## config.mk

```make
export PLATFORM = sky130hd
export DESIGN_NAME = jogo_memoria_param_flat
export DESIGN_NICKNAME = d
export VERILOG_FILES = /design/src/rtl/jogo_memoria_param_if.sv /design/src/rtl/jogo_memoria_param.sv /design/src/flat_wrapper.sv
export SDC_FILE = /design/constraint.sdc
export NUM_CORES = 1
export LEC_CHECK = 0
export BUFFER_PORTS_ARGS = -buffer_cell sky130_fd_sc_hd__buf_2
export CAP_MARGIN = 20
export CORE_AREA = 2 2 124 126
export DETAILED_ROUTE_END_ITERATION = 8
export DIE_AREA = 0 0 126 128
export GPL_ROUTABILITY_DRIVEN = 0
export PLACE_DENSITY = 0.5
export SLEW_MARGIN = 20
export SYNTH_ARGS = -nofsm -noshare
export SYNTH_HDL_FRONTEND = slang
export SYNTH_SLANG_ARGS = --single-unit
export TNS_END_PERCENT = 10
```

## constraint.sdc

```tcl
create_clock -name clock -period 2.6 [get_ports clock]
set_input_delay 0.52 -clock clock [delete_from_list [all_inputs] [get_ports clock]]
set_output_delay 0.52 -clock clock [all_outputs]
set_load 0.005 [all_outputs]
```

## src/rtl/jogo_memoria_param_if.sv

```systemverilog
// -----------------------------------------------------------------------------
// jogo_memoria_param_if
// Bundle of the player-facing and debug signals of the memory-game controller.
//   master : board/testbench side, drives iniciar, botoes, timeout_en and
//            observes the game status and debug outputs.
//   slave  : controller side, the mirror image of master.
// Clock and reset are not part of the bundle; they stay plain module ports.
// -----------------------------------------------------------------------------
interface jogo_memoria_param_if #(
  parameter int N_BOTOES     = 4,
  parameter int PROFUNDIDADE = 16
);
  localparam int AW = $clog2(PROFUNDIDADE);

  logic                iniciar;
  logic [N_BOTOES-1:0] botoes;
  logic                timeout_en;
  logic                ganhou;
  logic                perdeu;
  logic                pronto;
  logic [N_BOTOES-1:0] leds;
  logic [3:0]          db_estado;
  logic [AW-1:0]       db_rodada;
  logic [AW-1:0]       db_endereco;
  logic                db_timeout;

  modport master (
    output iniciar, botoes, timeout_en,
    input  ganhou, perdeu, pronto, leds, db_estado, db_rodada, db_endereco, db_timeout
  );

  modport slave (
    input  iniciar, botoes, timeout_en,
    output ganhou, perdeu, pronto, leds, db_estado, db_rodada, db_endereco, db_timeout
  );
endinterface

```

## src/rtl/jogo_memoria_param.sv

```systemverilog
// -----------------------------------------------------------------------------
// jogo_memoria_param
// Memory-game controller: the player grows a sequence by one play per round
// and must first repeat every stored play. Holds the sequence RAM, the round
// and compare-address counters, the button edge detector, the idle timeout
// counter and the control FSM.
// Ports:
//   clock  : system clock, rising edge
//   reset  : asynchronous, active-low reset
//   bus    : slave side of jogo_memoria_param_if
//            in : iniciar (start/restart), botoes (buttons), timeout_en
//            out: ganhou, perdeu, pronto, leds (last accepted play),
//                 db_estado, db_rodada, db_endereco, db_timeout
// -----------------------------------------------------------------------------
module jogo_memoria_param #(
  parameter int N_BOTOES       = 4,
  parameter int PROFUNDIDADE   = 16,
  parameter int TIMEOUT_CICLOS = 5000
) (
  input logic                  clock,
  input logic                  reset,
  jogo_memoria_param_if.slave  bus
);
  localparam int AW = $clog2(PROFUNDIDADE);
  localparam int TW = $clog2(TIMEOUT_CICLOS + 1);
  localparam logic [AW-1:0] ULTIMA_RODADA = AW'(PROFUNDIDADE - 1);
  localparam logic [TW-1:0] TIMER_MAX     = TW'(TIMEOUT_CICLOS - 1);

  typedef enum logic [3:0] {
    INICIAL         = 4'h0,
    PREPARA         = 4'h1,
    ESPERA_PRIMEIRA = 4'h2,
    GRAVA_PRIMEIRA  = 4'h3,
    ESPERA_JOGADA   = 4'h4,
    COMPARA         = 4'h5,
    ESPERA_NOVA     = 4'h7,
    GRAVA_NOVA      = 4'h8,
    PROX_RODADA     = 4'h9,
    FIM_GANHOU      = 4'hA,
    FIM_PERDEU      = 4'hE,
    FIM_TIMEOUT     = 4'hF
  } estado_e;

  estado_e             estado_q, estado_d;
  logic [N_BOTOES-1:0] botoes_reg_q;
  logic                prev_q;
  logic [N_BOTOES-1:0] jogada_q, jogada_d;
  logic [N_BOTOES-1:0] leds_q, leds_d;
  logic [AW-1:0]       rodada_q, rodada_d;
  logic [AW-1:0]       endereco_q, endereco_d;
  logic [TW-1:0]       timer_q, timer_d;
  logic                ganhou_q, ganhou_d;
  logic                perdeu_q, perdeu_d;
  logic                pronto_q, pronto_d;
  logic                db_timeout_q, db_timeout_d;

  logic [N_BOTOES-1:0] mem_q [PROFUNDIDADE];
  logic                mem_we;
  logic [AW-1:0]       mem_waddr;

  logic evento;
  logic em_espera;
  logic expirou;
  logic igual;

  // Rising edge of "any button pressed"; a held button yields one event.
  assign evento    = (|botoes_reg_q) & ~prev_q;
  assign em_espera = (estado_q == ESPERA_PRIMEIRA) || (estado_q == ESPERA_JOGADA) ||
                     (estado_q == ESPERA_NOVA);
  // An event in the expiry cycle wins over the timeout.
  assign expirou   = bus.timeout_en && (timer_q == TIMER_MAX) && !evento;
  assign igual     = (jogada_q == mem_q[endereco_q]);

  // Button synchroniser and edge-detector history.
  always_ff @(posedge clock or negedge reset) begin
    if (!reset) begin
      botoes_reg_q <= '0;
      prev_q       <= 1'b0;
    end else begin
      botoes_reg_q <= bus.botoes;
      prev_q       <= |botoes_reg_q;
    end
  end

  // FSM state register.
  always_ff @(posedge clock or negedge reset) begin
    if (!reset) begin
      estado_q <= INICIAL;
    end else begin
      estado_q <= estado_d;
    end
  end

  // FSM next-state logic.
  always_comb begin
    estado_d = estado_q;
    case (estado_q)
      INICIAL:         estado_d = bus.iniciar ? PREPARA : INICIAL;
      PREPARA:         estado_d = ESPERA_PRIMEIRA;
      ESPERA_PRIMEIRA: begin
        if (evento)       estado_d = GRAVA_PRIMEIRA;
        else if (expirou) estado_d = FIM_TIMEOUT;
        else              estado_d = ESPERA_PRIMEIRA;
      end
      GRAVA_PRIMEIRA:  estado_d = ESPERA_JOGADA;
      ESPERA_JOGADA:   begin
        if (evento)       estado_d = COMPARA;
        else if (expirou) estado_d = FIM_TIMEOUT;
        else              estado_d = ESPERA_JOGADA;
      end
      COMPARA:         begin
        if (!igual)                         estado_d = FIM_PERDEU;
        else if (endereco_q < rodada_q)     estado_d = ESPERA_JOGADA;
        else if (rodada_q == ULTIMA_RODADA) estado_d = FIM_GANHOU;
        else                                estado_d = ESPERA_NOVA;
      end
      ESPERA_NOVA:     begin
        if (evento)       estado_d = GRAVA_NOVA;
        else if (expirou) estado_d = FIM_TIMEOUT;
        else              estado_d = ESPERA_NOVA;
      end
      GRAVA_NOVA:      estado_d = PROX_RODADA;
      PROX_RODADA:     estado_d = ESPERA_JOGADA;
      FIM_GANHOU,
      FIM_PERDEU,
      FIM_TIMEOUT:     estado_d = bus.iniciar ? PREPARA : estado_q;
      default:         estado_d = INICIAL;
    endcase
  end

  // Datapath next values: counters, captured play, LEDs, RAM write, timer.
  always_comb begin
    jogada_d   = jogada_q;
    leds_d     = leds_q;
    rodada_d   = rodada_q;
    endereco_d = endereco_q;
    mem_we     = 1'b0;
    mem_waddr  = '0;

    // The timer restarts on every entry into a wait state and only runs while
    // the same wait state is kept with the timeout enabled.
    if (em_espera && (estado_d == estado_q) && bus.timeout_en) begin
      timer_d = timer_q + TW'(1);
    end else begin
      timer_d = '0;
    end

    case (estado_q)
      PREPARA: begin
        rodada_d   = '0;
        endereco_d = '0;
        leds_d     = '0;
        jogada_d   = '0;
      end
      ESPERA_PRIMEIRA,
      ESPERA_JOGADA,
      ESPERA_NOVA: begin
        if (evento) begin
          jogada_d = botoes_reg_q;
          leds_d   = botoes_reg_q;
        end else begin
          jogada_d = jogada_q;
          leds_d   = leds_q;
        end
      end
      GRAVA_PRIMEIRA: begin
        mem_we    = 1'b1;
        mem_waddr = '0;
      end
      COMPARA: begin
        if (igual && (endereco_q < rodada_q)) begin
          endereco_d = endereco_q + AW'(1);
        end else begin
          endereco_d = endereco_q;
        end
      end
      GRAVA_NOVA: begin
        // Only reached while rodada < P-1, so the increment cannot wrap.
        mem_we    = 1'b1;
        mem_waddr = rodada_q + AW'(1);
      end
      PROX_RODADA: begin
        rodada_d   = rodada_q + AW'(1);
        endereco_d = '0;
      end
      default: begin
        jogada_d = jogada_q;
      end
    endcase
  end

  // Datapath registers.
  always_ff @(posedge clock or negedge reset) begin
    if (!reset) begin
      jogada_q   <= '0;
      leds_q     <= '0;
      rodada_q   <= '0;
      endereco_q <= '0;
      timer_q    <= '0;
    end else begin
      jogada_q   <= jogada_d;
      leds_q     <= leds_d;
      rodada_q   <= rodada_d;
      endereco_q <= endereco_d;
      timer_q    <= timer_d;
    end
  end

  // Sequence RAM; contents are meaningless until written, so no reset.
  always_ff @(posedge clock) begin
    if (mem_we) begin
      mem_q[mem_waddr] <= jogada_q;
    end
  end

  // FSM output decode from the next state so the flags register in step with
  // the state code.
  always_comb begin
    ganhou_d     = 1'b0;
    perdeu_d     = 1'b0;
    pronto_d     = 1'b0;
    db_timeout_d = 1'b0;
    case (estado_d)
      FIM_GANHOU: begin
        ganhou_d = 1'b1;
        pronto_d = 1'b1;
      end
      FIM_PERDEU: begin
        perdeu_d = 1'b1;
        pronto_d = 1'b1;
      end
      FIM_TIMEOUT: begin
        perdeu_d     = 1'b1;
        pronto_d     = 1'b1;
        db_timeout_d = 1'b1;
      end
      default: begin
        pronto_d = 1'b0;
      end
    endcase
  end

  // Status flag registers.
  always_ff @(posedge clock or negedge reset) begin
    if (!reset) begin
      ganhou_q     <= 1'b0;
      perdeu_q     <= 1'b0;
      pronto_q     <= 1'b0;
      db_timeout_q <= 1'b0;
    end else begin
      ganhou_q     <= ganhou_d;
      perdeu_q     <= perdeu_d;
      pronto_q     <= pronto_d;
      db_timeout_q <= db_timeout_d;
    end
  end

  assign bus.ganhou      = ganhou_q;
  assign bus.perdeu      = perdeu_q;
  assign bus.pronto      = pronto_q;
  assign bus.db_timeout  = db_timeout_q;
  assign bus.leds        = leds_q;
  assign bus.db_estado   = estado_q;
  assign bus.db_rodada   = rodada_q;
  assign bus.db_endereco = endereco_q;

endmodule

```

## src/flat_wrapper.sv

```systemverilog
// flat-port wrapper written by rule: the top's interface ports become plain ports
module jogo_memoria_param_flat 
#(
  parameter int N_BOTOES       = 4,
  parameter int PROFUNDIDADE   = 16,
  parameter int TIMEOUT_CICLOS = 5000
)
  (clock, reset, bus_iniciar, bus_botoes, bus_timeout_en, bus_ganhou, bus_perdeu, bus_pronto, bus_leds, bus_db_estado, bus_db_rodada, bus_db_endereco, bus_db_timeout);
  jogo_memoria_param_if #(.N_BOTOES(N_BOTOES), .PROFUNDIDADE(PROFUNDIDADE)) bus_i ();
  input logic clock;
  input logic reset;
  input wire logic [$bits(bus_i.iniciar)-1:0] bus_iniciar;
  input wire logic [$bits(bus_i.botoes)-1:0] bus_botoes;
  input wire logic [$bits(bus_i.timeout_en)-1:0] bus_timeout_en;
  output wire logic [$bits(bus_i.ganhou)-1:0] bus_ganhou;
  output wire logic [$bits(bus_i.perdeu)-1:0] bus_perdeu;
  output wire logic [$bits(bus_i.pronto)-1:0] bus_pronto;
  output wire logic [$bits(bus_i.leds)-1:0] bus_leds;
  output wire logic [$bits(bus_i.db_estado)-1:0] bus_db_estado;
  output wire logic [$bits(bus_i.db_rodada)-1:0] bus_db_rodada;
  output wire logic [$bits(bus_i.db_endereco)-1:0] bus_db_endereco;
  output wire logic [$bits(bus_i.db_timeout)-1:0] bus_db_timeout;
  assign bus_i.iniciar = bus_iniciar;
  assign bus_i.botoes = bus_botoes;
  assign bus_i.timeout_en = bus_timeout_en;
  assign bus_ganhou = bus_i.ganhou;
  assign bus_perdeu = bus_i.perdeu;
  assign bus_pronto = bus_i.pronto;
  assign bus_leds = bus_i.leds;
  assign bus_db_estado = bus_i.db_estado;
  assign bus_db_rodada = bus_i.db_rodada;
  assign bus_db_endereco = bus_i.db_endereco;
  assign bus_db_timeout = bus_i.db_timeout;
  jogo_memoria_param #(.N_BOTOES(N_BOTOES), .PROFUNDIDADE(PROFUNDIDADE), .TIMEOUT_CICLOS(TIMEOUT_CICLOS)) u_core (.clock(clock), .reset(reset), .bus(bus_i));
endmodule
```

; Yosys cells after proc, flatten, opt, wreduce, memory -nomap -nowiden
; Memory sizes are Yosys's and may differ from the RTL's.
; Index checks and enable logic that the tools add are counted.
[classes]
order_cmp = 1
n_mux = 26
add_sub_neg = 3
bitwise = 2
eq_ne = 20
n_reduce_logical = 22
[op_table]
columns = op, n
row1 = 4-bit two-way mux, 13
row2 = "4-bit equality test, second input constant", 9
row3 = 4-bit case mux with 9 select lines, 1
row4 = 4-bit case mux with 2 select lines, 3
row5 = "13-bit by 1-bit adder with 13-bit output, second input constant", 1
row6 = "13-bit equality test, second input constant", 1
row7 = 13-bit two-way mux, 1
row8 = "4-bit by 3-bit equality test with 1-bit output, second input constant", 3
row9 = 3-bit OR reduction, 3
row10 = "4-bit by 1-bit adder with 4-bit output, second input constant", 2
row11 = "4-bit by 2-bit equality test with 1-bit output, second input constant", 2
row12 = 4-bit equality test, 2
row13 = 1-bit two-way mux, 8
row14 = 2-bit OR reduction, 4
row15 = 2-bit nonzero test, 3
row16 = 1-bit logical AND, 5
row17 = "4-bit by 1-bit equality test with 1-bit output, second input constant", 1
row18 = 4-bit zero test, 1
row19 = 4-bit < comparator, 1
row20 = "2-bit by 1-bit inequality test with 1-bit output, second input constant", 2
row21 = 2-bit AND reduction, 2
row22 = 4-bit OR reduction, 1
row23 = 1-bit logical OR, 2
row24 = 1-bit bitwise AND, 1
row25 = 2 further kinds, 2
[totals]
out_inout_bits = 20
ff_bits = 38
ramBits = 64
in_bits = 8
wordCells = 86
mem_count = 1
[mem_list]
columns = name, words, word_bits, read_ports, rd_ports_with_merged_regs, wr, line_no
row1 = u_core.mem_q, 16, 4, 1, 0, 1, jogo_memoria_param.sv:57  ; logic [N_BOTOES-1:0] mem_q [PROFUNDIDADE];

; Logic depth before layout (Yosys ltp)
; Gate-level depths: netlist of the first run.
[depth]
depth_word = 11
ltp_mapped = 9
ltp_nobuf = 8

; Worst setup path before layout of the first run
; OpenSTA, ideal clock, no wires.
[synth_timing]
path_type = register to register
startpoint = register u_core.endereco_q[1], in the netlist u_core.bus.db_endereco[1]
endpoint = register u_core.endereco_q[2], in the netlist u_core.bus.db_endereco[2]
setup_slack_ps = -128
period_less_slack_ps = 2728
path_stages_with_launch = 9
setup_ps = 78
path_buffers = 1
required_time_ps = 2522
t_arrival_ps = 2649
path_cell_list = dfrtp_1 > buf_6 > mux2i_1 > mux4_2 > a221o_1 > o32ai_2 > o2111ai_2 > or4_1 > a21oi_1
[synth_between]
elab_chain_len = 5
elab_cells_between_ends = 9
classes_between = add/sub (1) / order compare (1) / eq/ne (2) / mux (2) / reduce/logical (2) / memory (1)
[synth_lines]
columns = item, line_no
row1 = start: declaration, jogo_memoria_param.sv:50  ; logic [AW-1:0] endereco_q, endereco_d;
row2 = start signal: assignment, jogo_memoria_param.sv:204  ; endereco_q <= endereco_d;
row3 = memory 16 x 4 bit, n/a
row4 = 4-bit equality test, jogo_memoria_param.sv:72  ; assign igual = (jogada_q == mem_q[endereco_q]);
row5 = 1-bit logical AND, jogo_memoria_param.sv:171  ; if (igual && (endereco_q < rodada_q)) begin
row6 = 2-bit by 1-bit inequality test with 1-bit output (no line), n/a
row7 = 2-bit AND reduction (no line), n/a
; Several ways; a longest one is shown, not always the timed one. The select of a mux whose other input is x is not followed.
; A chain may end at the register's enable or synchronous reset.

; Worst setup path after layout of the first run
[layout_timing]
startpoint = register u_core.endereco_q[1], in the netlist u_core.bus.db_endereco[1]
endpoint = register u_core.endereco_q[3], in the netlist u_core.bus.db_endereco[3]
; Same word-level chain as after synthesis.

==> results of run 1 <==
per-stage QoR:
stage	setup TNS [ns]	cells	util [%]	total power, mW
3_5_place_dp	-1.42	644	37.0	3.15
4_1_cts	-0.177	661	39.3	4.48
5_1_grt	-0.412	661	39.7	4.70
2_1_floorplan	-0.393	391	-	2.68
3_3_place_gp	-0.472	644	37.0	3.14
6_report	-0.0615	661	39.7	4.46
power breakdown:
| group | leakage, nW | switching [mW] | internal, mW |
|---|---|---|---|
| Sequential | 1.10 | 0.114 | 1.89 |
| Combinational | 1.01 | 0.717 | 0.463 |
| Clock | 0.142 | 0.580 | 0.704 |
| Total | 2.25 | 1.41 | 3.05 |
metal layers:
layer	wire length (µm)	share of wire, %
met1	5320	46
met2	5520	48
met3	420	3.7
met4	195	1.7
met5	0	0
worst reg2reg max path, stage by stage (launching register included):
cell and delay [ns]:
dfrtp_2 0.49, mux2i_1 0.15, mux4_2 0.50, a221o_1 0.33
o32ai_2 0.23, o2111ai_2 0.21, buf_6 0.19, or3_1 0.33
a21oi_1 0.14
area by class of cell:
type / instances / share of cell area [%]
clock buffer: 12 / 4.37
clock inverter: 4 / 0.361
sequential: 102 / 48.7
inverter: 17 / 1.08
tap: 188 / 3.99
timing repair buffer: 79 / 9.59
multi-input combinational: 259 / 31.9
state kept, by name, indices dropped and copies added (netlist names):
| register | count |
|---|---|
| u_core.botoes_reg_q | 4 |
| u_core.bus.db_estado | 4 |
| u_core.mem_q | 64 |
| u_core.bus.pronto | 1 |
| u_core.bus.perdeu | 1 |
| u_core.bus.db_endereco | 4 |
| u_core.prev_q | 1 |
| u_core.bus.ganhou | 1 |
| u_core.bus.db_timeout | 1 |
| u_core.jogada_q | 4 |
| u_core.timer_q | 13 |
| u_core.bus.db_rodada | 4 |
kinds of logic (layout without fill, tap and decap cells):
kind of cell | after synthesis | count (layout) | share of synthesized area [%]
DFF | 102 | 102 | 60.0
buffers and inverters | 30 | 112 | 2.72
muxes | 32 | 32 | 8.37
AOI/OAI and AO/OA | 60 | 60 | 9.02
adders and majority gates | 7 | 7 | 1.78
and+or+nand+nor | 142 | 142 | 14.8
xor gates and xnor gates | 18 | 18 | 3.29
how the worst max path moves through the flow:
stage | slack [ns] | start | depth (start not counted) | endpoint
final | -0.04 | u_core.bus.db_endereco[1] | 8 | u_core.bus.db_endereco[3]
after global routing | -0.09 | u_core.bus.db_endereco[1] | 9 | u_core.bus.db_endereco[3]
after CTS | -0.07 | u_core.bus.db_endereco[1] | 8 | u_core.bus.db_endereco[3]
after detailed placement | -0.16 | u_core.bus.db_endereco[1] | 8 | u_core.bus.db_endereco[3]
after global placement | -0.07 | u_core.timer_q[3] | 8 | u_core.bus.db_timeout
after floorplan | -0.08 | u_core.bus.db_endereco[1] | 8 | u_core.bus.db_endereco[2]
timing repair:
item / 4_1_cts / 5_1_grt
pin swaps: 8 / 7
resized for setup: 10 / 14
endpoints found under the setup margin: 19 / 15
setup buffers: 1 / 0
cells in the final DEF (no fill, tap or decap), drive strengths merged, types with 3 or more instances in the layout:
master  instances
a21o            3
a21oi           7
a22oi           5
and2            4
and3            7
buf            79
clkbuf         12
clkinv          4
dfrtp          38
edfxtp         64
ha              6
inv            17
mux2            4
mux2i          22
mux4            6
nand2          33
nand2b          7
nand3          18
nand3b          3
nand4           3
nor2           36
nor2b           3
nor3            9
o21ai          14
o221ai          5
o22ai           5
o31ai           5
or2             4
or3             4
xnor2          10
xor2            8
==> qor.yml, run 1 <==
result_of_the_run: "finished with violations"
violations_in_the_final_reports: "setup timing"
cap_violations: 0
synthArstFlopShare_pct: 37.3
critical_path.reg2reg.startpoint: "u_core.bus.db_endereco[1]"
synth.cells.most_frequent: "64 x edfxtp_1, 38 x dfrtp_1, 36 x nor2_1"
fillers: 1482
critical_path.n_buffers_inverters: 1
yosysWarningCount: 0
met1_grt_util_pct: 20.2
grt_antenna_before_repair: 0
timing.hold.worst.class: "in -> reg"
grt_setup_unrepaired: "yes"
timing.final.crit_share_pct: 101
postLayoutSetupSlackWorst_ns: -0.0356
floorplan.die_area_um2: 16100
yosysMostFrequentCell: "edfxtp_1"
synth_top_cell_by_area: "edfxtp_1"
whs_ns: 0.272
yosysUniqueCellTypes: 57
multiInputGateArea_um2: 1880
bufs_on_longest_clock_path: 2
gr-usage-met3_pct: 3.05
buffer_ports.inserted: 27
hold_start: "bus_botoes[2]"
drv_slew: 0
timing.critical_path.cells: "mux2i_1 -> mux4_2 -> a221o_1 -> o32ai_2 -> o2111ai_2 -> buf_6 -> or3_1 -> a21oi_1"
post-dp-hpwl_um: 8240
destination_of_the_worst_hold_path: "u_core.botoes_reg_q[2]"
final_routed_wire_length_divided_by_cell_count_um: 17.3
worst_setup_path_start_kind: "flip-flop"
number_of_antenna_repair_diodes: 0
critical_path_required_ns: 2.88
floorplan.rows: 45
vias_per_cell: 5.10
ys.flop_type: "edfxtp_1"
gr-usage-met2_pct: 23.8
crit_arrival_ns: 2.92
post_dp_cell_area_um2: 5510
reg2reg_to: "u_core.bus.db_endereco[3]"
tritoncts.num_buffers: 9
first_global_vias: 3344
ff_latch_area_um2: 2870
layout-area-overhead-vs-synth_pct: 23.2
post_synth_main_area_contributors: "edfxtp_1 40%, dfrtp_1 20%, mux2i_1 4.6%, nor2_1 2.8%, mux4_2 2.8%"
maxClockFrequency_mhz: 379
edff_count_synth: 64
reg2reg_slack_ns: -0.04
start_util_pct: 32.2
synth-seq-cells: 102
delay_heaviest_family_cp: "compound AO/OA/AOI/OAI gates"
end_kind: "flip-flop"
post-route-min-period_ns: 2.64
timing.critical_path.slowest_cell_delay_ns: 0.50
timing.hold.worst_path_depth: 1
postRouteAntennaNets: 0
ir_drop_v: 0.000597
fin_worst_skew_ns: 0.00470
least_margin_pin_slew_ns: 0.877
finalNetCount: 482
fraction_of_layout_cells_with_a_size_suffix_above_1_pct: 26.6
synthCells: 391
detailedRoute.firstIterationViolations: 228
clock-root-buffer: "clkbuf_16"
h-tree-depth: 3
dr.pass1.iters: 4
chipHeight_um: 128
clk_pin_slew_worst_paths_ns: 0.07
power_per_cell_area_nw_per_um2: 757
syn_area_um2: 4790
boundaryPins: 28
die-width_um: 126
grt_pass1_wl_um: 18400
clock_tree_from_tritoncts: "done"
synth.yosys.seq_area_share_pct: 60.0
number_of_cells_on_the_worst_reg_to_reg_path: 8
drc_errors: 0
globalRouteTotalUtil_pct: 14.9
cell_type_of_the_slowest_stage_on_the_worst_timing_path: "mux4_2"
cts_sinks: 102
worstSetupPathType: "reg -> reg"
grt_max_degree: 39
static_leakage_power_nw: 2.25
via_count: 3368
syn-num-nets: 405
globalRoute.busiestLayer: "met2"
slew_headroom_pct: 41.5
crit_fanout: 6
wirelength_um: 11500
clk_latency_ns: 0.35
grt-ovfl-total: 0
cts.hold.buffers_added: 0
synth_largest_type_area_fraction_pct: 40.2
finalSetupViolations: 3
core-area_um2: 14900
design_area_um2: 5900
hold_viol_final: 0
pre_cts_slack_ns: -0.162
synthesis.area_per_instance_um2: 12.2
Note: power is estimated with default switching activity, not from simulation.
==> run 2: changes to the inputs <==
Settings changed: SKIP_LAST_GASP set to 1.
==> run 2 against run 1 <==
The flow still finishes with violations (setup timing); hold slack hardly changed; worst setup slack worse by 0.040 ns; clock power hardly changed; register-to-register slack worse by 0.04 ns; largest power group unchanged.
==> qor.yml, run 2 (synthesized netlist as in run 1, its figures left out) <==
floorplan.die_area_um2: 16100
critical_path.reg2reg.startpoint: "u_core.bus.db_endereco[1]"
power_per_cell_area_nw_per_um2: 756
first_global_vias: 3336
crit_fanout: 6
biggestRegsByFlops: "u_core.mem_q: 64 flops, u_core.timer_q: 13 flops"
drv_slew: 0
postRouteAntennaNets: 0
reg2reg_slack_ns: -0.08
static_leakage_power_nw: 2.25
postLayoutSetupSlackWorst_ns: -0.0754
start_util_pct: 32.2
grt_max_degree: 39
critical_path_required_ns: 2.88
h-tree-depth: 3
fin_worst_skew_ns: 0.00537
result_of_the_run: "finished with violations"
crit_arrival_ns: 2.96
grt_pass1_wl_um: 18400
globalRouteTotalUtil_pct: 14.9
slew_headroom_pct: 42.9
drc_errors: 0
clk_pin_slew_worst_paths_ns: 0.07
violations_in_the_final_reports: "setup timing"
least_margin_pin_slew_ns: 0.856
clk_latency_ns: 0.35
core-area_um2: 14900
chipHeight_um: 128
cts_sinks: 102
bufs_on_longest_clock_path: 2
number_of_antenna_repair_diodes: 0
clock-root-buffer: "clkbuf_16"
timing.hold.worst.class: "in -> async"
finalSetupViolations: 3
cap_violations: 0
layout-area-overhead-vs-synth_pct: 23.1
numPlacedInstances: 644
most-common-layout-cells: "64 x edfxtp_1, 47 x buf_4, 37 x dfrtp_1"
largest_register_ffs: 64
post-layout-total-power_mw: 4.46
number_of_cells_on_the_worst_reg_to_reg_path: 7
clock_tree_from_tritoncts: "done"
detailedRoute.firstIterationViolations: 261
cts.hold.buffers_added: 0
fraction_of_layout_cells_with_a_size_suffix_above_1_pct: 25.8
timing.final.crit_share_pct: 103
final_common_cell: "edfxtp_1"
die-width_um: 126
wirelength_um: 11500
maxClockFrequency_mhz: 374
tritoncts.num_buffers: 9
hold_viol_final: 0
most_flops_register: "u_core.mem_q"
via_count: 3381
post-route-min-period_ns: 2.68
grt_antenna_before_repair: 0
finish.cell_count_without_fillers: 661
finalNetCount: 482
worstSetupPathType: "reg -> reg"
reg2reg_to: "u_core.bus.db_endereco[2]"
setup.worst_path.start: "u_core.bus.db_endereco[1]"
floorplan.rows: 45
grt-ovfl-total: 0
grt_setup_unrepaired: "yes"
boundaryPins: 28
ir_drop_v: 0.000612
end_kind: "flip-flop"
final_routed_wire_length_divided_by_cell_count_um: 17.3
worst_setup_path_start_kind: "flip-flop"
dr.pass1.iters: 4
post-dp-hpwl_um: 8240
buffer_ports.inserted: 27
vias_per_cell: 5.11
## run 2: changes by cell type in the layout (fill, tap and decap cells not counted)
cell,delta
nor2_1,+3
buf_6,-1
o21ai_2,-1
nor2_2,-3
o21ai_1,-1
nor4_4,+1
nor4_2,-1
buf_4,+1
o21ai_0,+2
## run 2: worst max-delay path by stage
stage | to | cells after the start
after global placement | u_core.bus.db_timeout | 8
after global routing | u_core.bus.db_timeout | 8
after detailed placement | u_core.bus.db_endereco[3] | 8
final | u_core.bus.db_endereco[2] | 7
after floorplan | u_core.bus.db_endereco[2] | 8
after CTS | u_core.bus.db_endereco[3] | 8
## run 2: report_power, final
| part | total [mW] | leakage [nW] | switching [mW] | internal, mW |
|---|---|---|---|---|
| Clock | 1.28 | 0.142 | 0.578 | 0.704 |
| Sequential | 2.00 | 1.10 | 0.115 | 1.89 |
| Combinational | 1.17 | 1.01 | 0.716 | 0.457 |
| Total | 4.46 | 2.25 | 1.41 | 3.05 |
## run 2: per-layer routing
metal	global-route usage, %	part of all wire [%]	vias up
met4	5.43	1.6	0
met2	24.0	48	80
met5	0	0	-
met1	20.2	47	1678
li1	-	-	1612
met3	3.01	3.6	11
## run 2: area by class of cell
cell class / count / area, µm²
fill: 1483 / 8970
tap: 188 / 235
clock inverter: 4 / 21.3
sequential: 102 / 2870
inverter: 17 / 63.8
clock buffer: 12 / 258
timing repair buffer: 79 / 562
multi-input combinational: 259 / 1880
## run 2: through the flow
stage	instance area, µm²	setup slack [ns]	setup TNS (ns)	hold slack [ns]	util (%)
after global routing	5890	-0.137	-1.23	0.263	39.6
final	5890	-0.0754	-0.122	0.272	39.6
after detailed placement	5510	-0.162	-1.42	0.472	37.0
after CTS	5830	-0.0727	-0.556	0.257	39.2
after floorplan	4790	-0.0761	-0.393	0.224	-
after global placement	5510	-0.0722	-0.472	0.477	37.0
## run 2: worst max-delay path, cell delays in order, from the launching register on
cell and delay [ns]:
dfrtp_2 0.49, mux2i_1 0.14, mux4_2 0.50, a221o_1 0.33
o32ai_2 0.23, o2111ai_2 0.21, or4_1 0.58, a21oi_2 0.13
## run 2: repair_timing
item,4_1_cts,5_1_grt
gates cloned,0,0
setup buffers,1,0
pin swaps,4,9
endpoints found under the setup margin,19,18
resized for setup,7,11
